==> config.mk <==
export PLATFORM = sky130hd
export DESIGN_NAME = ssp_cfg_req_init
export DESIGN_NICKNAME = d
export VERILOG_FILES = /design/src/rtl/ssp_cfg_req_init.sv
export SDC_FILE = /design/constraint.sdc
export NUM_CORES = 1
export LEC_CHECK = 0
export ABC_AREA = 1
export CELL_PAD_IN_SITES_DETAIL_PLACEMENT = 1
export CELL_PAD_IN_SITES_GLOBAL_PLACEMENT = 2
export CORE_MARGIN = 1
export CORE_UTILIZATION = 29
export CTS_CLUSTER_DIAMETER = 60
export DETAILED_ROUTE_END_ITERATION = 16
export GPL_TIMING_DRIVEN = 0
export HOLD_SLACK_MARGIN = 0.06
export PLACE_DENSITY_LB_ADDON = 0.1
export SYNTH_ARGS = -nofsm -noshare
export SYNTH_HDL_FRONTEND = slang
export SYNTH_SLANG_ARGS = --single-unit
==> constraint.sdc <==
create_clock -name SSPCLK -period 1.65 [get_ports SSPCLK]
set_input_delay 0.33 -clock SSPCLK [delete_from_list [all_inputs] [get_ports SSPCLK]]
set_output_delay 0.33 -clock SSPCLK [all_outputs]
set_load 0.05 [all_outputs]
==> src/rtl/ssp_cfg_req_init.sv <==
// Initiator side of the SSP req/ack register-transfer handshake, with a one-deep pending buffer.
// Optional REQ timeout: define SSP_CFG_REQ_TIMEOUT_EN.
module ssp_cfg_req_init #(
  parameter int ADDR_WIDTH     = 6,
  parameter int SYNC_STAGES    = 2,
  parameter int GAP_CYCLES     = 4,
  parameter int TIMEOUT_CYCLES = 64
) (
  input  logic                  SSPCLK,
  input  logic                  SSPRESETn,
  input  logic                  cfg_wr,
  input  logic [ADDR_WIDTH-1:0] cfg_dadr,
  input  logic [ADDR_WIDTH-1:0] cfg_cadr,
  input  logic                  cfg_dlen,
  input  logic                  cfg_dbit,
  input  logic                  ack,
  output logic                  req,
  output logic [ADDR_WIDTH-1:0] DADR,
  output logic [ADDR_WIDTH-1:0] CADR,
  output logic                  DLEN,
  output logic                  DBIT,
  output logic                  busy,
  output logic                  done,
  output logic                  pend,
  output logic                  ovr,
  output logic                  tmo
);

  localparam int GW = $clog2(GAP_CYCLES + 1);

  typedef enum logic [1:0] {IDLE = 2'd0, REQ = 2'd1, GAP = 2'd2} state_t;

  state_t                  state, state_nxt;
  logic [SYNC_STAGES-1:0]  ack_sync;
  logic                    ack_s, ack_s_d, ack_rise;
  logic [GW-1:0]           gap_cnt;
  logic [ADDR_WIDTH-1:0]   buf_dadr, buf_cadr;
  logic                    buf_dlen, buf_dbit;
  logic                    req_q, done_q, pend_q, ovr_q;
  logic                    launch_pend, launch_cfg, buf_wr, req_end, tmo_hit;

  always_ff @(posedge SSPCLK) begin
    if (!SSPRESETn) begin
      ack_sync <= '0;
      ack_s_d  <= 1'b0;
    end else begin
      ack_sync <= {ack_sync[SYNC_STAGES-2:0], ack};
      ack_s_d  <= ack_s;
    end
  end

  assign ack_s    = ack_sync[SYNC_STAGES-1];
  assign ack_rise = ack_s & ~ack_s_d;

`ifdef SSP_CFG_REQ_TIMEOUT_EN
  localparam int TW = (TIMEOUT_CYCLES > 2) ? $clog2(TIMEOUT_CYCLES) : 1;
  logic [TW-1:0] tmo_cnt;
  logic          tmo_q;

  // Counter idles at zero outside REQ so it always starts from zero on entry.
  always_ff @(posedge SSPCLK) begin
    if (!SSPRESETn) begin
      tmo_cnt <= '0;
      tmo_q   <= 1'b0;
    end else begin
      if (state != REQ || req_end) tmo_cnt <= '0;
      else                         tmo_cnt <= tmo_cnt + TW'(1);
      if (tmo_hit) tmo_q <= 1'b1;
    end
  end

  assign tmo_hit = (state == REQ) && !ack_rise && (tmo_cnt == TW'(TIMEOUT_CYCLES - 1));
  assign tmo     = tmo_q;
`else
  assign tmo_hit = 1'b0;
  assign tmo     = 1'b0;
`endif

  always_ff @(posedge SSPCLK) begin
    if (!SSPRESETn) state <= IDLE;
    else            state <= state_nxt;
  end

  always_comb begin
    state_nxt = state;
    case (state)
      IDLE:    if (pend_q || cfg_wr)                    state_nxt = REQ;
      REQ:     if (ack_rise || tmo_hit)                 state_nxt = GAP;
      GAP:     if ((gap_cnt == '0) && !ack_s)           state_nxt = IDLE;
      default:                                          state_nxt = IDLE;
    endcase
  end

  always_comb begin
    busy        = (state != IDLE);
    launch_pend = (state == IDLE) && pend_q;
    launch_cfg  = (state == IDLE) && !pend_q && cfg_wr;
    buf_wr      = cfg_wr && ((state != IDLE) || pend_q);
    req_end     = (state == REQ) && (ack_rise || tmo_hit);
  end

  // A write that cannot launch directly lands in the buffer; the buffer is read before it is rewritten.
  always_ff @(posedge SSPCLK) begin
    if (!SSPRESETn) begin
      DADR     <= '0;
      CADR     <= '0;
      DLEN     <= 1'b0;
      DBIT     <= 1'b0;
      buf_dadr <= '0;
      buf_cadr <= '0;
      buf_dlen <= 1'b0;
      buf_dbit <= 1'b0;
      pend_q   <= 1'b0;
      ovr_q    <= 1'b0;
      req_q    <= 1'b0;
      done_q   <= 1'b0;
      gap_cnt  <= '0;
    end else begin
      if (launch_pend) begin
        DADR <= buf_dadr;
        CADR <= buf_cadr;
        DLEN <= buf_dlen;
        DBIT <= buf_dbit;
      end else if (launch_cfg) begin
        DADR <= cfg_dadr;
        CADR <= cfg_cadr;
        DLEN <= cfg_dlen;
        DBIT <= cfg_dbit;
      end

      if (buf_wr) begin
        buf_dadr <= cfg_dadr;
        buf_cadr <= cfg_cadr;
        buf_dlen <= cfg_dlen;
        buf_dbit <= cfg_dbit;
        pend_q   <= 1'b1;
        if (pend_q) ovr_q <= 1'b1;
      end else if (launch_pend) begin
        pend_q <= 1'b0;
      end

      if (req_end)                          gap_cnt <= GW'(GAP_CYCLES - 1);
      else if (state == GAP && gap_cnt != '0) gap_cnt <= gap_cnt - GW'(1);

      req_q  <= (state_nxt == REQ);
      done_q <= (state == REQ) && ack_rise;
    end
  end

  assign req  = req_q;
  assign done = done_q;
  assign pend = pend_q;
  assign ovr  = ovr_q;

endmodule

==> results of run 1 <==
## flip-flops by register name, summed over array words and instances (netlist names), 2 cells and up
register	flops
buf_cadr	6
gap_cnt	3
state	2
CADR	6
DADR	6
buf_dadr	6
ack_sync	2
## per-layer routing
layer	routed length, µm	track usage [%]	share of wire, %	vias to the layer above
li1	-	-	-	918
met1	2390	20.0	50	769
met2	2170	24.6	45	35
met3	176	2.78	3.7	7
met4	74	6.11	1.5	0
met5	0	0	0	-
## cells in the mapped netlist, drive strengths merged
library cell,instances
nand2,93
inv,46
dfxtp,40
nor2,32
nand3,21
a21oi,19
or2,14
buf,11
clkbuf,2
ha,2
o21ai,2
conb,1
## logic make-up after synthesis
kind of cell	synth area share (%)
flip-flops	42.2
AND/OR/NAND/NOR	36.6
buffers and inverters	13.6
AO/OA/AOI/OAI	6.13
adder cells (fa/ha/maj)	1.32
other	0.197
## power breakdown
group | total [µW] | switching (µW) | internal, µW
clock | 713 | 340 | 373
combinational | 615 | 412 | 203
sequential | 1090 | 41.6 | 1050
## worst max-delay path, stage by stage, from the launching register on
cell,delay [ns]
sky130_fd_sc_hd__dfxtp_1,0.37
sky130_fd_sc_hd__nor2_8,0.21
sky130_fd_sc_hd__inv_1,0.06
sky130_fd_sc_hd__clkdlybuf4s15_2,0.33
## through the flow
step | std cells | total power, µW
global placement | 394 | 1760
detailed placement | 394 | 1770
finish | 401 | 2420
CTS | 401 | 2470
global route | 401 | 2560
floorplan | 283 | 1560
## what timing repair did
item	4_1_cts	5_1_grt
setup endpoints to repair	19	2
gates resized for setup	21	2
hold endpoints to repair	0	0
## final timing paths
kind                    start           to  slack, ns  cells past startpoint
setup / recovery     state[1]         busy       0.06                      3
hold / removal      SSPRESETn      CADR[2]       0.36                      3
setup reg to reg         pend      CADR[4]       0.32                      5
hold reg to reg   ack_sync[0]  ack_sync[1]       0.42                      2
## layout make-up
type,instances,area (µm²),share of cell area [%]
Multi-Input combinational cell,184,841,34.8
Sequential cell,40,802,33.2
Timing Repair Buffer,34,320,13.3
Inverter,46,173,7.15
Clock buffer,7,96.3,3.99
Tap cell,77,96.3,3.99
Buffer,13,85.1,3.53
==> results.txt, run 1 <==
- Outcome: complete, no violations
- Clock tree skew after final layout: 0.00641 ns
- Period Utilization, post-route: 96.2%
* Final antenna-violating net count: 0
* Latest clock arrival within the worst-skew pair: 0.29 ns
* Final critical path time including I/O delays and setup: 1.59 ns
* Boundary Pins: 38
- For this run, design rule violations remaining after detail routing come to 0.
- Cells with a size suffix above 1 make up 12.0% of the layout.
- The die covers 6880 µm².
- Number of fill cells: 810
- STA puts the critical path data required time at 1.32 ns.
* GR Util All Layers: 15.2%
- Library cell occupying the most area in the post-synthesis netlist: sky130_fd_sc_hd__dfxtp_1
- Setup violations remaining at the end of the flow were counted as 0.
* CTS Root Cell: sky130_fd_sc_hd__clkbuf_8
- Starting utilization of the core area: 29.9%
* Maximum fanout encountered on the critical timing path: 6
- Post-synth top area share: 42.2%
- Smallest hold slack: 0.360 ns
* Cell area reported after detailed placement: 2340 µm²
- In the routed layout, each cell is associated on average with a via count of 4.31.
- The final count of hold timing violations is 0.
- Number of distinct standard cells referenced by the synthesized netlist: 22
* Post-layout nets: 344
* Layout overhead on the synthesized area: 27.1%
* Die width: 82.9 µm
- Clock tree synthesis inserted a total of 5 buffers.
- Summed over all failing endpoints, the final setup total negative slack is 0 ns.
- Total number of vias: 1,729
- With fillers left out, the area of the finished cells amounts to 2410 µm².
- Across all setup checks in the final design, the least slack found is 0.0625 ns.
* Largest voltage drop on the vdd net: 0.376 mV
* Final weighted congestion of routability-driven global placement: 0.677
- The average instance in the mapped netlist occupies 6.71 µm².
- Mapped Area: 1900 µm²
- Count of mapped cells out of synthesis: 283
- The via count of the first global-routing pass is 1,721.
- First-pass detailed-route iteration total: 5
- Slew at the pin closest to its max-slew limit: 0.538 ns
- Leaving out fill and tap cells, the most frequent cells in the layout are sky130_fd_sc_hd__nand2_1, sky130_fd_sc_hd__inv_1, sky130_fd_sc_hd__dfxtp_1.
- Clock-pin slew was measured on the worst setup and hold paths at 0.07 ns.
- Data arrival at the endpoint of the critical path: 1.26 ns
* Hold buffer count at CTS: 0
- Worst setup EP type: primary output
- Share of the yosys chip area belonging to registers: 42.2%
- The tightest min-delay check is of the in -> reg type.
- The H-tree was split into 2 levels.
- Port-buffer cells: 34
- No sink is reached through more buffers than the 2 on the longest clock path.
* Synth area leaders: sky130_fd_sc_hd__dfxtp_1, sky130_fd_sc_hd__nand2_1, sky130_fd_sc_hd__inv_1
- Number of post-CTS setup repair buffers: 0
- For this run, the top clock speed supported by timing is 630 MHz.
* Final wirelength: 4820 µm
- Sum of net half-perimeters after detailed placement: 3510 µm
- Post-place setup slack: -0.0784 ns
* Clk sink count: 40
* Vertical extent of the die: 82.9 µm
- After global routing the overflow that remains totals 0.
- Max-cap check violation count: 0
* Slew margin rel.: 64.2%
* Per-cell routed wire length: 12.0 µm
* Core area: 6350 µm²
- The number of slew-limit violations in the final report came to 0.
- Setup repair after global routing left no endpoint under its margin.
- Standby leakage power: 0.00130 µW
- The detailed router finished its first iteration with 37 violations.
- Maximum number of pins on one net before global-route repair: 12
- At the end of the flow the core is filled with cells to 38.0%.
- STA classifies the critical path startpoint as a flip-flop.
* Clock tree from TritonCTS: done
- Power per standard cell area: 1000 nW/µm²
- Leaving out fill and tap cells, the most frequent cell in the layout is sky130_fd_sc_hd__nand2_1.
- Critical path type: reg -> out
- Wire length of the first global-routing pass: 8320 µm
- The number of nets handed over by synthesis was 303.
- Initial antenna violation count: 0
- After floorplanning, the core was divided into 29 placement rows.
- Register bit count reported by yosys: 40
- Number of antenna diodes: 0
- The Yosys step of the flow raised 0 warnings.
Note: power is estimated with default switching activity, not from simulation.
==> inputs of run 2 (changes only) <==
Settings changed: ABC_CLOCK_PERIOD_IN_PS set to 1650, MAX_ROUTING_LAYER set to met4.
==> run 2 against run 1 <==
- combinational power about the same
- hold slack lost 0.0031 ns
- first-iteration DRC count fell by 5.4%
- final cell count unchanged
- highest routed layer unchanged
==> results.txt, run 2 (synthesis gave the netlist of run 1 again) <==
- Outcome: complete, no violations (unchanged)
* Post-route non-filler standard cell count: 401 (unchanged)
* Final wirelength: 4830 µm (was 4820 µm)
- Worst setup EP type: primary output (unchanged)
- The worst min-delay path category is in -> reg (unchanged).
- CTS Root Cell: sky130_fd_sc_hd__clkbuf_8 (unchanged)
* Kind of launch point of the worst setup path: flip-flop (unchanged)
* Clock tree from TritonCTS: done (unchanged)
* Critical path type: reg -> out (unchanged)
- First-pass detailed-route iteration total: 4 (was 5)
* Overall Power: 2420 µW (about the same)
* Setup slack of the most critical reg-to-reg path: 0.32 ns (about the same)
* Latest clock arrival within the worst-skew pair: 0.29 ns (about the same)
* Final critical path time including I/O delays and setup: 1.59 ns (about the same)
- The floorplan die area is 6880 µm² (unchanged).
- Vias in the first global route: 1,721 (unchanged)
* Post-layout nets: 344 (unchanged)
- Layout overhead on the synthesized area: 27.1% (unchanged)
* # placed instances: 394 (unchanged)
- Vertical extent of the die: 82.9 µm (unchanged)
- The critical path launch point is state[1] (unchanged).
* Number of fill cells: 810 (unchanged)
- The transition time at the pin with the least slew margin is 0.534 ns (was 0.538 ns).
- The internal cell power is 1620 µW (about the same).
- Cell class contributing the biggest share of worst-path delay: buffers and inverters (unchanged)
* Maximum fanout encountered on the critical timing path: 6 (unchanged)
- The count of antenna-violating nets left after detailed routing was 0 (unchanged).
* Die width: 82.9 µm (unchanged)
* Detailed Route Iter0 Violations: 35 (was 37)
- Worst path buffer plus inverter count: 2 (unchanged)
- Sum of net half-perimeters after detailed placement: 3510 µm (unchanged)
- Hold violation count in the final report: 0 (unchanged)
- Number of standard-cell rows in the floorplan: 29 (unchanged)
- The termination of the worst setup path is busy (unchanged).
- The most common cell after layout, fill and taps aside is sky130_fd_sc_hd__nand2_1 (unchanged).
- The count of unresolved DRC violations after routing is 0 (unchanged).
- Clock transition at the registers of the reported paths: 0.07 ns (about the same)
- The fmax came to 629 MHz (was 630 MHz).
- FF+latch area: 802 µm² (unchanged)
- Relative contribution of combinational cells to total power: 25.4% (about the same)
* RSZ-0062 raised after global routing: no (unchanged)
- Data arrival at the endpoint of the critical path: 1.26 ns (about the same)
* Pins over their slew limit: 0 (unchanged)
- Cell count along the critical path: 3 (unchanged)
- The number of cell instances on the worst register-to-register path is 5 (unchanged).
- Grt total ovfl: 0 (unchanged)
- The startpoint of the most critical hold path is SSPRESETn (unchanged).
* Port-buffer cells: 34 (unchanged)
- Share of total power in the clock network: 29.6% (was 29.5%)
- The fraction of power consumed by sequential logic was 45.0% (was 45.1%).
* Maximum number of pins on one net before global-route repair: 12 (unchanged)
- The ratio of cells with drive above 1 in the final layout is 12.0% (unchanged).
- Net switching fraction of the power: 32.9% (was 32.8%)
- The effective utilization at floorplan is 29.9% (unchanged).
- Wire length of the first global-routing pass: 8340 µm (was 8320 µm)
- Core area: 6350 µm² (unchanged)
* Reg-to-reg critical path startpoint: pend (unchanged)
- The worst ir drop on vdd was 0.376 mV (about the same).
* GR Util All Layers: 15.7% (was 15.2%)
- The number of antenna violations at the first check in global routing is 0 (unchanged).
- Number of endpoints failing setup at the final stage: 0 (unchanged)
- The final core utilization is 38.0% (unchanged).
* Top library cells by usage in the layout, fill and taps aside: sky130_fd_sc_hd__nand2_1, sky130_fd_sc_hd__inv_1, sky130_fd_sc_hd__dfxtp_1 (unchanged)
- The number of buffers created by CTS was 5 (unchanged).
* Critical path's largest stage delay: 0.37 ns (about the same)
- Slew margin rel.: 64.4% (was 64.2%)
* Max-cap check violation count: 0 (unchanged)
- Number of post-CTS setup repair buffers: 0 (unchanged)
- Clock tree skew after final layout: 0.00562 ns (was 0.00641 ns)
- The slowest cell on the critical path is sky130_fd_sc_hd__dfxtp_1 (unchanged).
- Per-cell routed wire length: 12.0 µm (about the same)
* CTS HTree Levels: 2 (unchanged)
- The maximum root-to-sink buffer count came to 2 (unchanged).
* Endpoint of the lowest-slack register-to-register path: CADR[4] (unchanged)
- The mean number of vias per cell is 4.29 (was 4.31).
- The number of vias after detailed routing came to 1,721 (was 1,729).
- The area of the multi-input gates came to 841 µm² (unchanged).
- The power per cell area came to 1000 nW/µm² (about the same).
- The leakage power figure came to 0.00130 µW (unchanged).
* Boundary Pins: 38 (unchanged)
* Power dissipated by switching net loads: 798 µW (was 793 µW)
- The routability congestion estimate from global placement was 0.684 (was 0.677).
- Period Utilization, post-route: 96.4% (was 96.2%)
- The number of antenna repair diodes was 0 (unchanged).
* Clk sink count: 40 (unchanged)
* Required time of the critical path: 1.32 ns (about the same)
- Cell breakdown of the critical path: nor2_8, inv_1, clkdlybuf4s15_2 (unchanged)
run 2: cell counts in the layout (fill, tap and decap cells not counted):
Identical to the previous run, type by type.
run 2: what timing repair did:
item | 4_1_cts | 5_1_grt
resized for setup | 21 | 2
endpoints found under the setup margin | 19 | 2
cloned | 0 | 0
hold buffers | 0 | 0
run 2: worst min path at each step:
stage | endpoint | depth (start not counted)
6_report | CADR[2] | 3
2_1_floorplan | ack_sync[1] | 2
3_5_place_dp | ack_sync[1] | 2
4_1_cts | CADR[2] | 3
3_3_place_gp | ack_sync[1] | 2
5_1_grt | CADR[3] | 3
run 2: power by group through the flow:
stage               clock [µW]  combinational (µW)  sequential [µW]
floorplan                    0                 296             1260
global placement             0                 647             1110
detailed placement           0                 651             1110
CTS                        748                 626             1090
global route               772                 682             1100
finish                     717                 615             1090
run 2: worst min-delay path, cell delays in order:
cell	delay, ns
sky130_fd_sc_hd__buf_2	0.17
sky130_fd_sc_hd__nand2_1	0.08
sky130_fd_sc_hd__a21oi_1	0.03
run 2: layout make-up:
cell class	instances	share of cell area (%)
multi-input cells	184	34.8
repair buffers	34	13.3
flip-flops and latches	40	33.2
plain buffers	13	3.53
clock buffers	7	3.99
well taps	77	3.99
inverters	46	7.15
run 2: routing by layer:
metal	GRT usage, %	wire (µm)
met1	20.0	2410
met2	24.7	2180
met3	2.78	158
met4	6.11	83
met5	-	0
run 2: stage by stage:
stage	setup slack [ns]	TNS, ns	cell area [µm²]	hold WS, ns
final	0.0598	0	2410	0.357
after global routing	0.00926	0	2410	0.369
after CTS	0.0265	0	2410	0.357
after detailed placement	-0.0784	-0.0784	2340	0.408
after global placement	-0.0532	-0.0532	2340	0.405
after floorplan	0.184	0	1900	0.390
